### config.mk
export PLATFORM = sky130hd
export DESIGN_NAME = param_baseline_selftrigger
export DESIGN_NICKNAME = d
export VERILOG_FILES = /design/src/rtl/selftrigger_pkg.sv /design/src/rtl/param_baseline_selftrigger_movavg.sv /design/src/rtl/param_baseline_selftrigger.sv
export SDC_FILE = /design/constraint.sdc
export NUM_CORES = 1
export LEC_CHECK = 0
export BUFFER_PORTS_ARGS = -buffer_cell sky130_fd_sc_hd__buf_2
export CORE_AREA = 3 3 228 208
export CTS_BUF_LIST = sky130_fd_sc_hd__clkbuf_16
export DETAILED_ROUTE_END_ITERATION = 10
export DIE_AREA = 0 0 231 211
export PLACE_DENSITY = 0.92
export SLEW_MARGIN = 30
export SYNTH_ARGS = -nofsm -noshare
export SYNTH_HDL_FRONTEND = slang
export SYNTH_HIERARCHICAL = 1
export SYNTH_SLANG_ARGS = --single-unit
export TNS_END_PERCENT = 100
### constraint.sdc
create_clock -name clk -period 19.1 [get_ports clk]
set_input_delay 1.91 -clock clk [delete_from_list [all_inputs] [get_ports clk]]
set_output_delay 1.91 -clock clk [all_outputs]
set_load 0.02 [all_outputs]
### src/rtl/selftrigger_pkg.sv
// Shared definitions for the baseline-subtracting self-trigger.
// This package holds the trigger FSM state type and the width helpers used
// to size the signed sample path and the baseline accumulator.
package selftrigger_pkg;

  typedef enum logic [2:0] {
    ST_FILL    = 3'd0,
    ST_IDLE    = 3'd1,
    ST_QUAL    = 3'd2,
    ST_ACTIVE  = 3'd3,
    ST_HOLDOFF = 3'd4
  } state_e;

  // Two guard bits hold the sign and the borrow of an unsigned W-bit difference.
  localparam int Y_GUARD_BITS = 2;

  // The run counter width matches the 4-bit min_width input.
  localparam int RUN_W = 4;

  // Width of the signed baseline-subtracted sample.
  function automatic int y_width(input int w);
    return w + Y_GUARD_BITS;
  endfunction

  // Width of the moving-sum accumulator. It holds 2**log2_depth full-scale samples.
  function automatic int sum_width(input int w, input int log2_depth);
    return w + log2_depth;
  endfunction

endpackage

### src/rtl/param_baseline_selftrigger_movavg.sv
// baseline_movavg: the moving-average baseline over 2**LOG2_DEPTH accepted samples.
// A circular delay line holds the window. The running sum is updated as
// +new - oldest, so the window does not need to be re-summed.
// The clear input restarts only the fill count. The window contents and the
// baseline hold their values, so the output stays meaningful while processing
// is disabled.
module baseline_movavg
  import selftrigger_pkg::*;
#(
  parameter int W          = 14,
  parameter int LOG2_DEPTH = 5
) (
  input  logic         clk,
  input  logic         reset,
  input  logic         clear,
  input  logic         accept,
  input  logic [W-1:0] x,
  output logic [W-1:0] baseline,
  output logic         filled
);

  localparam int DEPTH = 2 ** LOG2_DEPTH;
  localparam int SUM_W = sum_width(W, LOG2_DEPTH);
  localparam logic [LOG2_DEPTH:0] FULL_CNT = (LOG2_DEPTH + 1)'(DEPTH);

  logic [W-1:0]          dl_r [DEPTH];
  logic [LOG2_DEPTH-1:0] wr_ptr_r;
  logic [SUM_W-1:0]      acc_r;
  logic [W-1:0]          baseline_r;
  logic [LOG2_DEPTH:0]   fill_cnt_r;
  logic [SUM_W-1:0]      next_acc_s;

  // Next running sum if the current sample is accepted: add the new sample and drop the oldest.
  always_comb begin
    next_acc_s = acc_r + {{LOG2_DEPTH{1'b0}}, x} - {{LOG2_DEPTH{1'b0}}, dl_r[wr_ptr_r]};
  end

  // Window, sum and baseline advance only on accepted samples. Fill counting saturates at the window size.
  always_ff @(posedge clk or posedge reset) begin
    if (reset) begin
      for (int i = 0; i < DEPTH; i++) begin
        dl_r[i] <= {W{1'b0}};
      end
      wr_ptr_r   <= {LOG2_DEPTH{1'b0}};
      acc_r      <= {SUM_W{1'b0}};
      baseline_r <= {W{1'b0}};
      fill_cnt_r <= {(LOG2_DEPTH + 1){1'b0}};
    end else begin
      if (accept) begin
        dl_r[wr_ptr_r] <= x;
        wr_ptr_r       <= wr_ptr_r + {{(LOG2_DEPTH - 1){1'b0}}, 1'b1};
        acc_r          <= next_acc_s;
        baseline_r     <= next_acc_s[SUM_W-1:LOG2_DEPTH];
      end
      if (clear) begin
        fill_cnt_r <= {(LOG2_DEPTH + 1){1'b0}};
      end else if (accept && (fill_cnt_r != FULL_CNT)) begin
        fill_cnt_r <= fill_cnt_r + {{LOG2_DEPTH{1'b0}}, 1'b1};
      end
    end
  end

  assign baseline = baseline_r;
  assign filled   = (fill_cnt_r == FULL_CNT);

endmodule

### src/rtl/param_baseline_selftrigger.sv
// param_baseline_selftrigger: a moving-average baseline subtractor with a
// threshold/hysteresis self-trigger. The trigger needs a minimum pulse width
// and has a holdoff period after each pulse.
// Build option PEAK_CAPTURE_EN adds capture of the peak value of each pulse.
// Without this option, peak and peak_valid are tied to 0.
// The sample pipeline is: x_r (registered input), then y_r (baseline
// subtracted), then the FSM decision. Each sample is offered to the baseline
// when the FSM judges its y. A sample that starts or continues a pulse
// therefore never enters the baseline.
module param_baseline_selftrigger
  import selftrigger_pkg::*;
#(
  parameter int W          = 14,
  parameter int LOG2_DEPTH = 5,
  parameter int HOLDOFF_W  = 8
) (
  input  logic                 clk,
  input  logic                 reset,
  input  logic                 enable,
  input  logic                 invert_enable,
  input  logic [W-1:0]         threshold,
  input  logic [W-1:0]         hysteresis,
  input  logic [3:0]           min_width,
  input  logic [HOLDOFF_W-1:0] holdoff,
  input  logic [W-1:0]         x,
  output logic [W-1:0]         baseline,
  output logic signed [W+1:0]  y,
  output logic                 trigger,
  output logic                 trigger_active,
  output logic signed [W+1:0]  peak,
  output logic                 peak_valid
);

  localparam int YW = y_width(W);

  logic [W-1:0]          x_r;
  logic [W-1:0]          x_d_r;
  logic                  x_vld_r;
  logic                  y_vld_r;
  logic signed [YW-1:0]  y_r;
  state_e                state_r;
  logic [RUN_W-1:0]      run_cnt_r;
  logic [HOLDOFF_W-1:0]  hold_cnt_r;
  logic                  trigger_r;
  logic                  trig_act_r;

  logic signed [YW-1:0]  thr_s;
  logic signed [YW-1:0]  rel_s;
  logic signed [YW-1:0]  diff_s;
  logic                  over_thr_s;
  logic                  stay_active_s;
  logic                  accept_s;
  logic                  filled_s;
  logic [RUN_W-1:0]      min_eff_s;
  logic [RUN_W:0]        run_next_s;

  // Signed thresholds, the baseline-subtracted difference, and the comparisons made on the current y.
  always_comb begin
    thr_s         = signed'({2'b00, threshold});
    rel_s         = thr_s - signed'({2'b00, hysteresis});
    diff_s        = invert_enable ? signed'({2'b00, baseline} - {2'b00, x_r})
                                  : signed'({2'b00, x_r} - {2'b00, baseline});
    over_thr_s    = (y_r > thr_s);
    stay_active_s = (y_r > rel_s);
    min_eff_s     = (min_width == 4'd0) ? 4'd1 : min_width;
    run_next_s    = {1'b0, run_cnt_r} + 5'd1;
  end

  // Baseline intake: every valid sample while filling, and quiet samples only while idle.
  always_comb begin
    accept_s = 1'b0;
    if (enable && y_vld_r) begin
      if (state_r == ST_FILL) begin
        accept_s = 1'b1;
      end else if ((state_r == ST_IDLE) && !over_thr_s) begin
        accept_s = 1'b1;
      end else begin
        accept_s = 1'b0;
      end
    end else begin
      accept_s = 1'b0;
    end
  end

  baseline_movavg #(
    .W          (W),
    .LOG2_DEPTH (LOG2_DEPTH)
  ) u_movavg (
    .clk      (clk),
    .reset    (reset),
    .clear    (~enable),
    .accept   (accept_s),
    .x        (x_d_r),
    .baseline (baseline),
    .filled   (filled_s)
  );

  // Sample pipeline: register x, then subtract the baseline. y reads 0 until a real sample reaches it.
  always_ff @(posedge clk or posedge reset) begin
    if (reset) begin
      x_r     <= {W{1'b0}};
      x_d_r   <= {W{1'b0}};
      x_vld_r <= 1'b0;
      y_vld_r <= 1'b0;
      y_r     <= {YW{1'b0}};
    end else if (!enable) begin
      x_vld_r <= 1'b0;
      y_vld_r <= 1'b0;
      y_r     <= {YW{1'b0}};
    end else begin
      x_r     <= x;
      x_vld_r <= 1'b1;
      x_d_r   <= x_r;
      y_vld_r <= x_vld_r;
      y_r     <= x_vld_r ? diff_s : {YW{1'b0}};
    end
  end

  // Trigger FSM with registered trigger and trigger_active. Holdoff lasts max(holdoff,1) cycles.
  always_ff @(posedge clk or posedge reset) begin
    if (reset) begin
      state_r    <= ST_FILL;
      run_cnt_r  <= {RUN_W{1'b0}};
      hold_cnt_r <= {HOLDOFF_W{1'b0}};
      trigger_r  <= 1'b0;
      trig_act_r <= 1'b0;
    end else if (!enable) begin
      state_r    <= ST_FILL;
      run_cnt_r  <= {RUN_W{1'b0}};
      hold_cnt_r <= {HOLDOFF_W{1'b0}};
      trigger_r  <= 1'b0;
      trig_act_r <= 1'b0;
    end else begin
      trigger_r <= 1'b0;
      case (state_r)
        ST_FILL: begin
          trig_act_r <= 1'b0;
          if (filled_s) begin
            state_r <= ST_IDLE;
          end
        end
        ST_IDLE: begin
          if (y_vld_r && over_thr_s) begin
            run_cnt_r  <= 4'd1;
            trig_act_r <= 1'b1;
            if (min_eff_s == 4'd1) begin
              trigger_r <= 1'b1;
              state_r   <= ST_ACTIVE;
            end else begin
              state_r <= ST_QUAL;
            end
          end else begin
            trig_act_r <= 1'b0;
          end
        end
        ST_QUAL: begin
          if (over_thr_s) begin
            run_cnt_r <= run_next_s[RUN_W-1:0];
            if (run_next_s >= {1'b0, min_eff_s}) begin
              trigger_r <= 1'b1;
              state_r   <= ST_ACTIVE;
            end
          end else begin
            trig_act_r <= 1'b0;
            state_r    <= ST_IDLE;
          end
        end
        ST_ACTIVE: begin
          if (!stay_active_s) begin
            hold_cnt_r <= holdoff;
            state_r    <= ST_HOLDOFF;
          end
        end
        ST_HOLDOFF: begin
          if (hold_cnt_r <= {{(HOLDOFF_W - 1){1'b0}}, 1'b1}) begin
            trig_act_r <= 1'b0;
            state_r    <= ST_IDLE;
          end else begin
            hold_cnt_r <= hold_cnt_r - {{(HOLDOFF_W - 1){1'b0}}, 1'b1};
          end
        end
        default: begin
          trig_act_r <= 1'b0;
          state_r    <= ST_FILL;
        end
      endcase
    end
  end

  assign y              = y_r;
  assign trigger        = trigger_r;
  assign trigger_active = trig_act_r;

`ifdef PEAK_CAPTURE_EN
  logic signed [YW-1:0] peak_r;
  logic                 peak_valid_r;

  // Peak tracking: load on pulse entry, track the maximum while qualifying or active, strobe on release.
  always_ff @(posedge clk or posedge reset) begin
    if (reset) begin
      peak_r       <= {YW{1'b0}};
      peak_valid_r <= 1'b0;
    end else begin
      peak_valid_r <= 1'b0;
      if (enable) begin
        case (state_r)
          ST_IDLE: begin
            if (y_vld_r && over_thr_s) begin
              peak_r <= y_r;
            end
          end
          ST_QUAL: begin
            if (over_thr_s && (y_r > peak_r)) begin
              peak_r <= y_r;
            end
          end
          ST_ACTIVE: begin
            if (stay_active_s) begin
              if (y_r > peak_r) begin
                peak_r <= y_r;
              end
            end else begin
              peak_valid_r <= 1'b1;
            end
          end
          default: begin
            peak_valid_r <= 1'b0;
          end
        endcase
      end
    end
  end

  assign peak       = peak_r;
  assign peak_valid = peak_valid_r;
`else
  assign peak       = {YW{1'b0}};
  assign peak_valid = 1'b0;
`endif

endmodule

* After elaboration in Yosys (flattened, before gate mapping)
Cells that the tools add are included.
Word-level totals: bits in registers 555, input bits 58, output and inout bits 49, logic and storage cells 138
Operators by class: $add $sub $neg 9, $lt $le $gt $ge 6, equal/unequal tests 19, mux-type cells 45, bitwise operators 1, reductions and logical operators 12
Operators with widths (count):
- 448-bit bitwise mux | 1
- 14-bit binary-select mux with 5-bit select | 1
- 14-bit demux with 5-bit select | 1
- 16-bit two-way mux | 3
- 14-bit by 14-bit subtractor with 15-bit output | 3
- 14-bit two-way mux | 3
- 16-bit by 15-bit greater-than comparator with 1-bit output | 2
- 8-bit two-way mux | 3
- 3-bit two-way mux | 7
- 19-bit by 14-bit adder with 19-bit output | 1
- 19-bit by 14-bit subtractor with 19-bit output | 1
- 3-bit != test (second input constant) | 6
- 4-bit two-way mux | 4
- 8-bit case mux with 2 select lines | 1
- 1-bit two-way mux | 15
- 3-bit case mux with 5 select lines | 1
- 6-bit two-way mux | 2
- 3-bit AND reduction | 3
- 8-bit by 1-bit less-or-equal comparator with 1-bit output (second input constant) | 1
- 4-bit case mux with 2 select lines | 1
- 8-bit by 1-bit subtractor with 8-bit output (second input constant) | 1
- 6-bit by 1-bit adder with 6-bit output (second input constant) | 1
- 3-bit by 2-bit equality test with 1-bit output (second input constant) | 2
- 6-bit equality test (second input constant) | 1
- other kinds (22) | 27

* Logic depth before layout (Yosys ltp)
Gate-level depths: netlist (run 1).
depth in word-level cells 9, mapped depth 19

* By module
The synthesis (run 1) kept the hierarchy.
By module, submodules not included:
- baseline_movavg | times used 1, cells an instance 1568, area an instance 22948.3 sq um, seq. area each 11961.5 sq um
- param_baseline_selftrigger | times used 1, cells an instance 605, area an instance 5385.2 sq um, seq. area each 1551.5 sq um

* Worst setup path after synthesis (run 1)
No wires, ideal clock.
path type input port to flip-flop, from input threshold[0], to register hold_cnt_r[6], library setup time 0.091 ns, data arrival time 5.269 ns, required time 19.009 ns, path slack 13.740 ns, cell stages on the path 18, path buffers 0, cell sequence inv_1 -> ha_1 -> inv_1 -> fa_1 -> a21o_1 -> a21oi_1 -> o21ba_2 -> o21ai_0 -> a41oi_1 -> nand2b_1 -> xnor2_1 -> ha_1 -> a21o_1 -> a211oi_1 -> o211ai_1 -> o31a_1 -> o41a_1 -> o221ai_1
Between the ends: longest elaborated chain between the ends 4
Ends and longest elaborated chain:
- start, declared | line param_baseline_selftrigger.sv:21 | input logic [W-1:0] threshold,
- 14-bit by 14-bit subtractor with 15-bit output | line param_baseline_selftrigger.sv:60 | rel_s = thr_s - signed'({2'b00, hysteresis});
- 16-bit by 15-bit greater-than comparator with 1-bit output | line param_baseline_selftrigger.sv:64 | stay_active_s = (y_r > rel_s);
- 3-bit != test (no line)
- 3-bit AND reduction (no line)
- end signal, assigned | line param_baseline_selftrigger.sv:124 | hold_cnt_r <= {HOLDOFF_W{1'b0}};
- end signal, assigned | line param_baseline_selftrigger.sv:130 | hold_cnt_r <= {HOLDOFF_W{1'b0}};
- end signal, assigned | line param_baseline_selftrigger.sv:170 | hold_cnt_r <= holdoff;
- end, declared | line param_baseline_selftrigger.sv:43 | logic [HOLDOFF_W-1:0] hold_cnt_r;
Every way passes these cells. A chain may end at the register's enable or synchronous reset.

* Worst setup path after layout (run 1)
from register u_movavg.wr_ptr_r[0], to register u_movavg.acc_r[18]
Between the ends: longest elaborated chain between the ends 5
Ends and longest elaborated chain:
- start, declared | line param_baseline_selftrigger_movavg.sv:27 | logic [LOG2_DEPTH-1:0] wr_ptr_r;
- start signal, assigned | line param_baseline_selftrigger_movavg.sv:44 | wr_ptr_r <= {LOG2_DEPTH{1'b0}};
- start signal, assigned | line param_baseline_selftrigger_movavg.sv:51 | wr_ptr_r <= wr_ptr_r + {{(LOG2_DEPTH - 1){1'b0}}, 1'b1};
- 5-bit NOT with 6-bit output (implied by the code) | line param_baseline_selftrigger_movavg.sv:35 | next_acc_s = acc_r + {{LOG2_DEPTH{1'b0}}, x} - {{LOG2_DEPTH{1'b0}}, dl_r[wr_ptr_r]};
- 14-bit binary-select mux with 5-bit select | line param_baseline_selftrigger_movavg.sv:35
- 14-bit two-way mux (implied by the code) (2 in a row) | line param_baseline_selftrigger_movavg.sv:35
- 19-bit by 14-bit subtractor with 19-bit output | line param_baseline_selftrigger_movavg.sv:35
- end signal, assigned | line param_baseline_selftrigger_movavg.sv:45 | acc_r <= {SUM_W{1'b0}};
- end signal, assigned | line param_baseline_selftrigger_movavg.sv:52 | acc_r <= next_acc_s;
- end, declared | line param_baseline_selftrigger_movavg.sv:28 | logic [SUM_W-1:0] acc_r;
Every way passes these cells. The select of a mux whose other input is x is not followed.

==> out/results.tsv, run 1 <==
metric	value	unit
status	finished clean	
met1Wirelength	27100	um
synth_top_cell_by_area	dfrtp_1	
finalCritPeriodShare	30.0	%
fin_setup_tns	0	ns
via_per_inst	6.52	
grt_pass1_vias	19700	
grt.overflow.total	0	
yosys-top-cells-count	dfrtp_1 (540), mux2_2 (470), inv_1 (142), mux4_2 (112), ha_1 (103)	
critPathRequiredTime	19.56	ns
r2r_cells	13	
fp.dieH	211	um
ir_worst_vdd	0.101	mV
die_width	231	um
num_vias	18600	
cts_tree	built	
tightest_slew	0.963	ns
grt_start_max_net_pins	186	
gp_congestion	0.971	
num_rows	74	
cts_setup_buffers	0	
antenna_found_initial	2	
cp.arrival	6.19	ns
hold_buffers	0	
ys_seq_area_share	47.7	%
cp_max_fo	39	
clkTransAtPathRegs	0.07	ns
synth_flop_cell	dfrtp_1	
grt_pass1_wl	109000	um
hp-class	reg -> reg	
place.detailed.hpwl	44100	um
r2r_slack	13.37	ns
port_buffers	89	
layout-drive-gt1-share	37.3	%
cap_violations	0	
die_area	48700	um2
synthTopCellsByArea	dfrtp_1 (48%), mux2_2 (19%), mux4_2 (8.9%)	
min_to	u_movavg/dl_r[269]	
ys_types	88	
min-delay-start	u_movavg/dl_r[269]	
clk_latency	0.59	ns
cts-htree-levels	2	
synth.most_common_cell	dfrtp_1	
dr.pass1.iters	5	
setup.worst_path.start_class	flop	
holdPathStages	1	
wl_per_cell	24.1	um
sw_frac_of_total	38.2	%
slew_viol_final	0	
synth-seq-cells	540	
synth_edf_count	0	
diodes	0	
fmax	174	MHz
reg2reg_from	u_movavg/wr_ptr_r[0]	
cellPowerDensity	137	nW/um2
ys_warn_count	6	
synth_top_cell_area_share	47.7	%
ios	107	
finClkSkew	0.0200	ns
clock_sinks	540	
rsz0062_at_grt	false	
crit_type	reg -> reg	
intPower	0.00260	W
drt_iter0_markers	1813	
netlist_area	28300	um2
pwr-share-clk	24.4	%
async_flop_share	100	%
clockBufferDepth	3	
drc	0	
totalWireLength	68900	um
p_leak	15.0	nW
top_layer_used	met5	
grt_use_total	28.6	%
worstSetupEndpointType	flop	
p_seq_share	35.1	%
syn_area_per_cell	13.0	um2
setup_viol	0	
ant_nets	0	
met2_wirelength	33300	um
p_sw	0.00161	W
cts_resized	0	
areaGrowthSynthToFinish	8.62	%
wl_met3	5410	um
power_frac_comb	40.5	%
final_util	68.1	%
nets	2383	
synthCells	2173	
core_area	45200	um2
final_hold_viol_count	0	
r2r_end	u_movavg/acc_r[18]	
cts_buffers	51	
cts_root_buffer	clkbuf_16	
start_util	62.7	%
maxSlewHeadroom	35.7	%
period_needed	5.73	ns
==> kinds of logic (layout without fill, tap and decap cells) <==
group                      Yosys count  in the layout  synth area share [%]
buffers and inverters              310            367                  5.09
xor gates and xnor gates            36             36                  1.11
AOI/OAI and AO/OA                  271            271                  6.77
and+or+nand+nor                    295            295                  5.35
adders and majority gates          120            120                  5.75
muxes                              600            600                  28.2
other                                1             17                0.0132
DFF                                540            540                  47.7
==> worst max path at each step <==
| stage | to | slack (ns) | startpoint |
|---|---|---|---|
| 6_report | u_movavg/acc_r[18] | 13.37 | u_movavg/wr_ptr_r[0] |
| 5_1_grt | u_movavg/acc_r[18] | 13.23 | u_movavg/wr_ptr_r[0] |
| 4_1_cts | u_movavg/dl_r[395] | 13.51 | threshold[9] |
| 3_5_place_dp | u_movavg/dl_r[396] | 12.93 | threshold[9] |
| 3_3_place_gp | u_movavg/dl_r[115] | 12.87 | threshold[9] |
| 2_1_floorplan | u_movavg/acc_r[0] | 3.85 | reset |
==> cells in the final DEF, fill, tap and decap left out, drive strengths merged, types with 22 or more instances in the layout <==
master,Yosys,final
inv,142,155
clkbuf,68,52
nand2,68,68
a21oi,44,44
nand4,25,25
nor2,83,83
mux4,112,112
ha,103,103
o21ai,54,54
nor3,33,33
mux2,472,472
a22oi,57,57
clkinv,0,22
buf,100,131
dfrtp,540,540
==> power groups by stage <==
stage	logic, W	registers (W)	clock network (W)
finish	0.00171	0.00148	0.00103
global route	0.00184	0.00150	0.00109
CTS	0.00167	0.00147	0.00104
detailed placement	0.00164	0.00149	0
global placement	0.00156	0.00147	0
floorplan	0.00133	0.00141	0
==> area by class of cell <==
class,count,area [um2]
fillers,2914,14400
flip-flops and latches,540,13500
multi-input cells,1339,13500
clock buffers,52,1300
repair buffers,131,797
well taps,608,761
inverters,142,546
clock inverters,42,387
==> critical path: stages (launching register included) <==
cell,delay [ns]
dfrtp_4,0.91
buf_4,0.69
mux4_2,0.64
a22oi_1,0.48
nand4_1,0.23
fa_1,0.53
inv_1,0.07
fa_1,0.53
a211oi_2,0.36
o21ai_2,0.14
a211o_2,0.35
a21oi_2,0.24
mux2i_1,0.26
o211ai_2,0.10
==> through the flow <==
stage	instance area, um2	cells	total power (W)	hold slack (ns)	worst slack [ns]
after global placement	29000	2759	0.00303	0.463	12.87
final	30800	2854	0.00421	0.496	13.37
after floorplan	28400	2189	0.00274	0.453	3.85
after global routing	30800	2854	0.00442	0.513	13.23
after CTS	30700	2853	0.00418	0.495	13.51
after detailed placement	29100	2759	0.00313	0.481	12.93
==> per-layer routing <==
metal  up-vias  global-route usage [%]
li1       7890                       -
met1      9586                    37.5
met2       892                    47.6
met3       232                    5.47
met4         2                    11.8
met5         -                       0
==> sequential cells by signal, summed over array words and instances, names as in the netlist, 5 cells and up <==
register / flops
u_movavg/dl_r: 448
u_movavg/acc_r: 19
y: 15
x_d_r: 14
x_r: 14
hold_cnt_r: 8
u_movavg/fill_cnt_r: 6
u_movavg/wr_ptr_r: 5
Power figures use the tool's default switching activity.
==> inputs of run 2 (changes only) <==
--- a/config.mk
+++ b/config.mk
@@ -6,11 +6,11 @@
 export NUM_CORES = 1
 export LEC_CHECK = 0
 export BUFFER_PORTS_ARGS = -buffer_cell sky130_fd_sc_hd__buf_2
-export CORE_AREA = 3 3 228 208
+export CORE_AREA = 3 3 240 218
 export CTS_BUF_LIST = sky130_fd_sc_hd__clkbuf_16
 export DETAILED_ROUTE_END_ITERATION = 10
-export DIE_AREA = 0 0 231 211
-export PLACE_DENSITY = 0.92
+export DIE_AREA = 0 0 243 221
+export PLACE_DENSITY = 0.89
 export SLEW_MARGIN = 30
 export SYNTH_ARGS = -nofsm -noshare
 export SYNTH_HDL_FRONTEND = slang
==> constraint.sdc (replaced) <==
create_clock -name clk -period 5.15 [get_ports clk]
set_input_delay 0.515 -clock clk [delete_from_list [all_inputs] [get_ports clk]]
set_output_delay 0.515 -clock clk [all_outputs]
set_load 0.02 [all_outputs]
==> run 2 against run 1 <==
Cell count is 3.3% higher; die area is 10% higher; first-iteration DRC count is 1.5% lower; sequential share of layout area is 0.30 points lower; worst setup slack worse by 13 ns; power grew to 3.7 times the previous value; register-to-register slack worse by 13 ns; fmax is 19% higher; critical path type unchanged.
==> out/results.tsv, run 2 (synthesis results as in run 1) <==
metric	value	unit
status	finished clean	
cts_setup_buffers	0	
timing.critical_path.cells	buf_12, mux4_2, a22o_1, a221oi_1, and3_1, fa_1, ha_1, nand4_1, a211o_1, a211oi_1, nor4_1, nand3b_1	
setup.worst_path.start_class	flop	
cp_max_fo	34	
wl_per_cell	23.6	um
clk_latency	0.59	ns
fp.dieH	221	um
num_vias	18500	
cts-htree-levels	2	
most-common-layout-cells	dfrtp_1 (537), mux2_2 (470), inv_1 (147)	
cts_tree	built	
die_width	243	um
ant_nets	0	
clockBufferDepth	3	
pre_cts_ws	0.498	ns
wl_met3	5630	um
p_leak	15.0	nW
largest_register	u_movavg/dl_r	
met2_wirelength	33500	um
grt_use_total	25.8	%
clkTransAtPathRegs	0.07	ns
rsz0062_at_grt	false	
drt_iter0_markers	1785	
crit_type	reg -> reg	
cp.arrival	5.29	ns
place.detailed.hpwl	45800	um
ir_worst_vdd	0.388	mV
setup_slack	0.332	ns
maxSlewHeadroom	38.6	%
critPathRequiredTime	5.62	ns
largest_register_ffs	448	
clock_sinks	540	
totalWireLength	69600	um
top_layer_used	met5	
met1Wirelength	27800	um
cts_root_buffer	clkbuf_16	
finalCritPeriodShare	93.5	%
worst-path-buf-inv	1	
finish.instance_area	31000	um2
grt_pass1_wl	110000	um
gp_congestion	0.945	
hp-class	in -> reg	
drc	0	
tightest_slew	0.921	ns
antenna_found_initial	2	
finClkSkew	0.0301	ns
areaGrowthSynthToFinish	9.38	%
ios	107	
start_util	56.5	%
dr.pass1.iters	6	
slew_viol_final	0	
setup_viol	0	
via_per_inst	6.29	
die_area	53700	um2
period_needed	4.82	ns
layout_commonest_cell	dfrtp_1	
crit_path_top_delay_cell	dfrtp_4	
placed_cell_area	29300	um2
final_hold_viol_count	0	
grt.overflow.total	0	
core_area	50200	um2
layout-drive-gt1-share	37.3	%
cellPowerDensity	503	nW/um2
worstSetupEndpointType	flop	
cts_buffers	51	
power	0.0156	W
nets	2402	
num_rows	78	
fmax	208	MHz
grt_pass1_vias	19500	
cap_violations	0	
crit_family	compound AO/OA/AOI/OAI gates	
grt_start_max_net_pins	130	
port_buffers	89	
max_stage_delay	0.60	ns
-- run 2: cell type report --
class | instances | area (um2)
diodes | 1 | 2.50
clock buffers | 52 | 1300
clock inverters | 44 | 335
fillers | 3554 | 19200
inverters | 142 | 537
multi-input cells | 1339 | 13500
flip-flops and latches | 540 | 13500
well taps | 680 | 851
repair buffers | 150 | 993
-- run 2: power by group --
part           internal (W)  total [W]  switching (W)
Sequential          0.00486    0.00542       0.000568
Clock               0.00208    0.00372        0.00164
Combinational       0.00272    0.00644        0.00373
-- run 2: worst min-delay path, stage by stage --
cell,delay [ns]
buf_2,0.07
nand2_1,0.04
o21ai_0,0.06
-- run 2: final timing paths --
kind	depth (start not counted)	from	slack [ns]	to
worst max-delay path	12	u_movavg/wr_ptr_r[0]	0.33	u_movavg/acc_r[15]
worst min-delay path	3	x[11]	0.14	x_r[11]
worst max register to register	12	u_movavg/wr_ptr_r[0]	0.33	u_movavg/acc_r[15]
worst min register to register	1	u_movavg/dl_r[60]	0.50	u_movavg/dl_r[60]
max in group asynchronous	4	reset	3.21	u_movavg/wr_ptr_r[1]
min in group asynchronous	3	reset	0.40	x_d_r[9]
-- run 2: through the flow --
step                setup TNS, ns  utilization [%]  cells  hold WS [ns]
global placement                0             58.5   2850         0.442
global route                    0             61.8   2947         0.156
detailed placement              0             58.5   2850         0.448
CTS                             0             61.8   2947         0.129
finish                          0             61.8   2948         0.141
floorplan                 -880.36                -   2189         0.453
-- run 2: metal layers --
metal | track usage, % | vias up
met5 | 0 | -
met4 | 10.3 | 2
met3 | 5.10 | 187
met2 | 42.3 | 880
met1 | 33.9 | 9544
li1 | - | 7935
-- run 2: what timing repair did --
item                      in CTS  in global routing
hold buffers                   1                  0
gates resized for setup        0                  0
hold endpoints to repair       6                  0
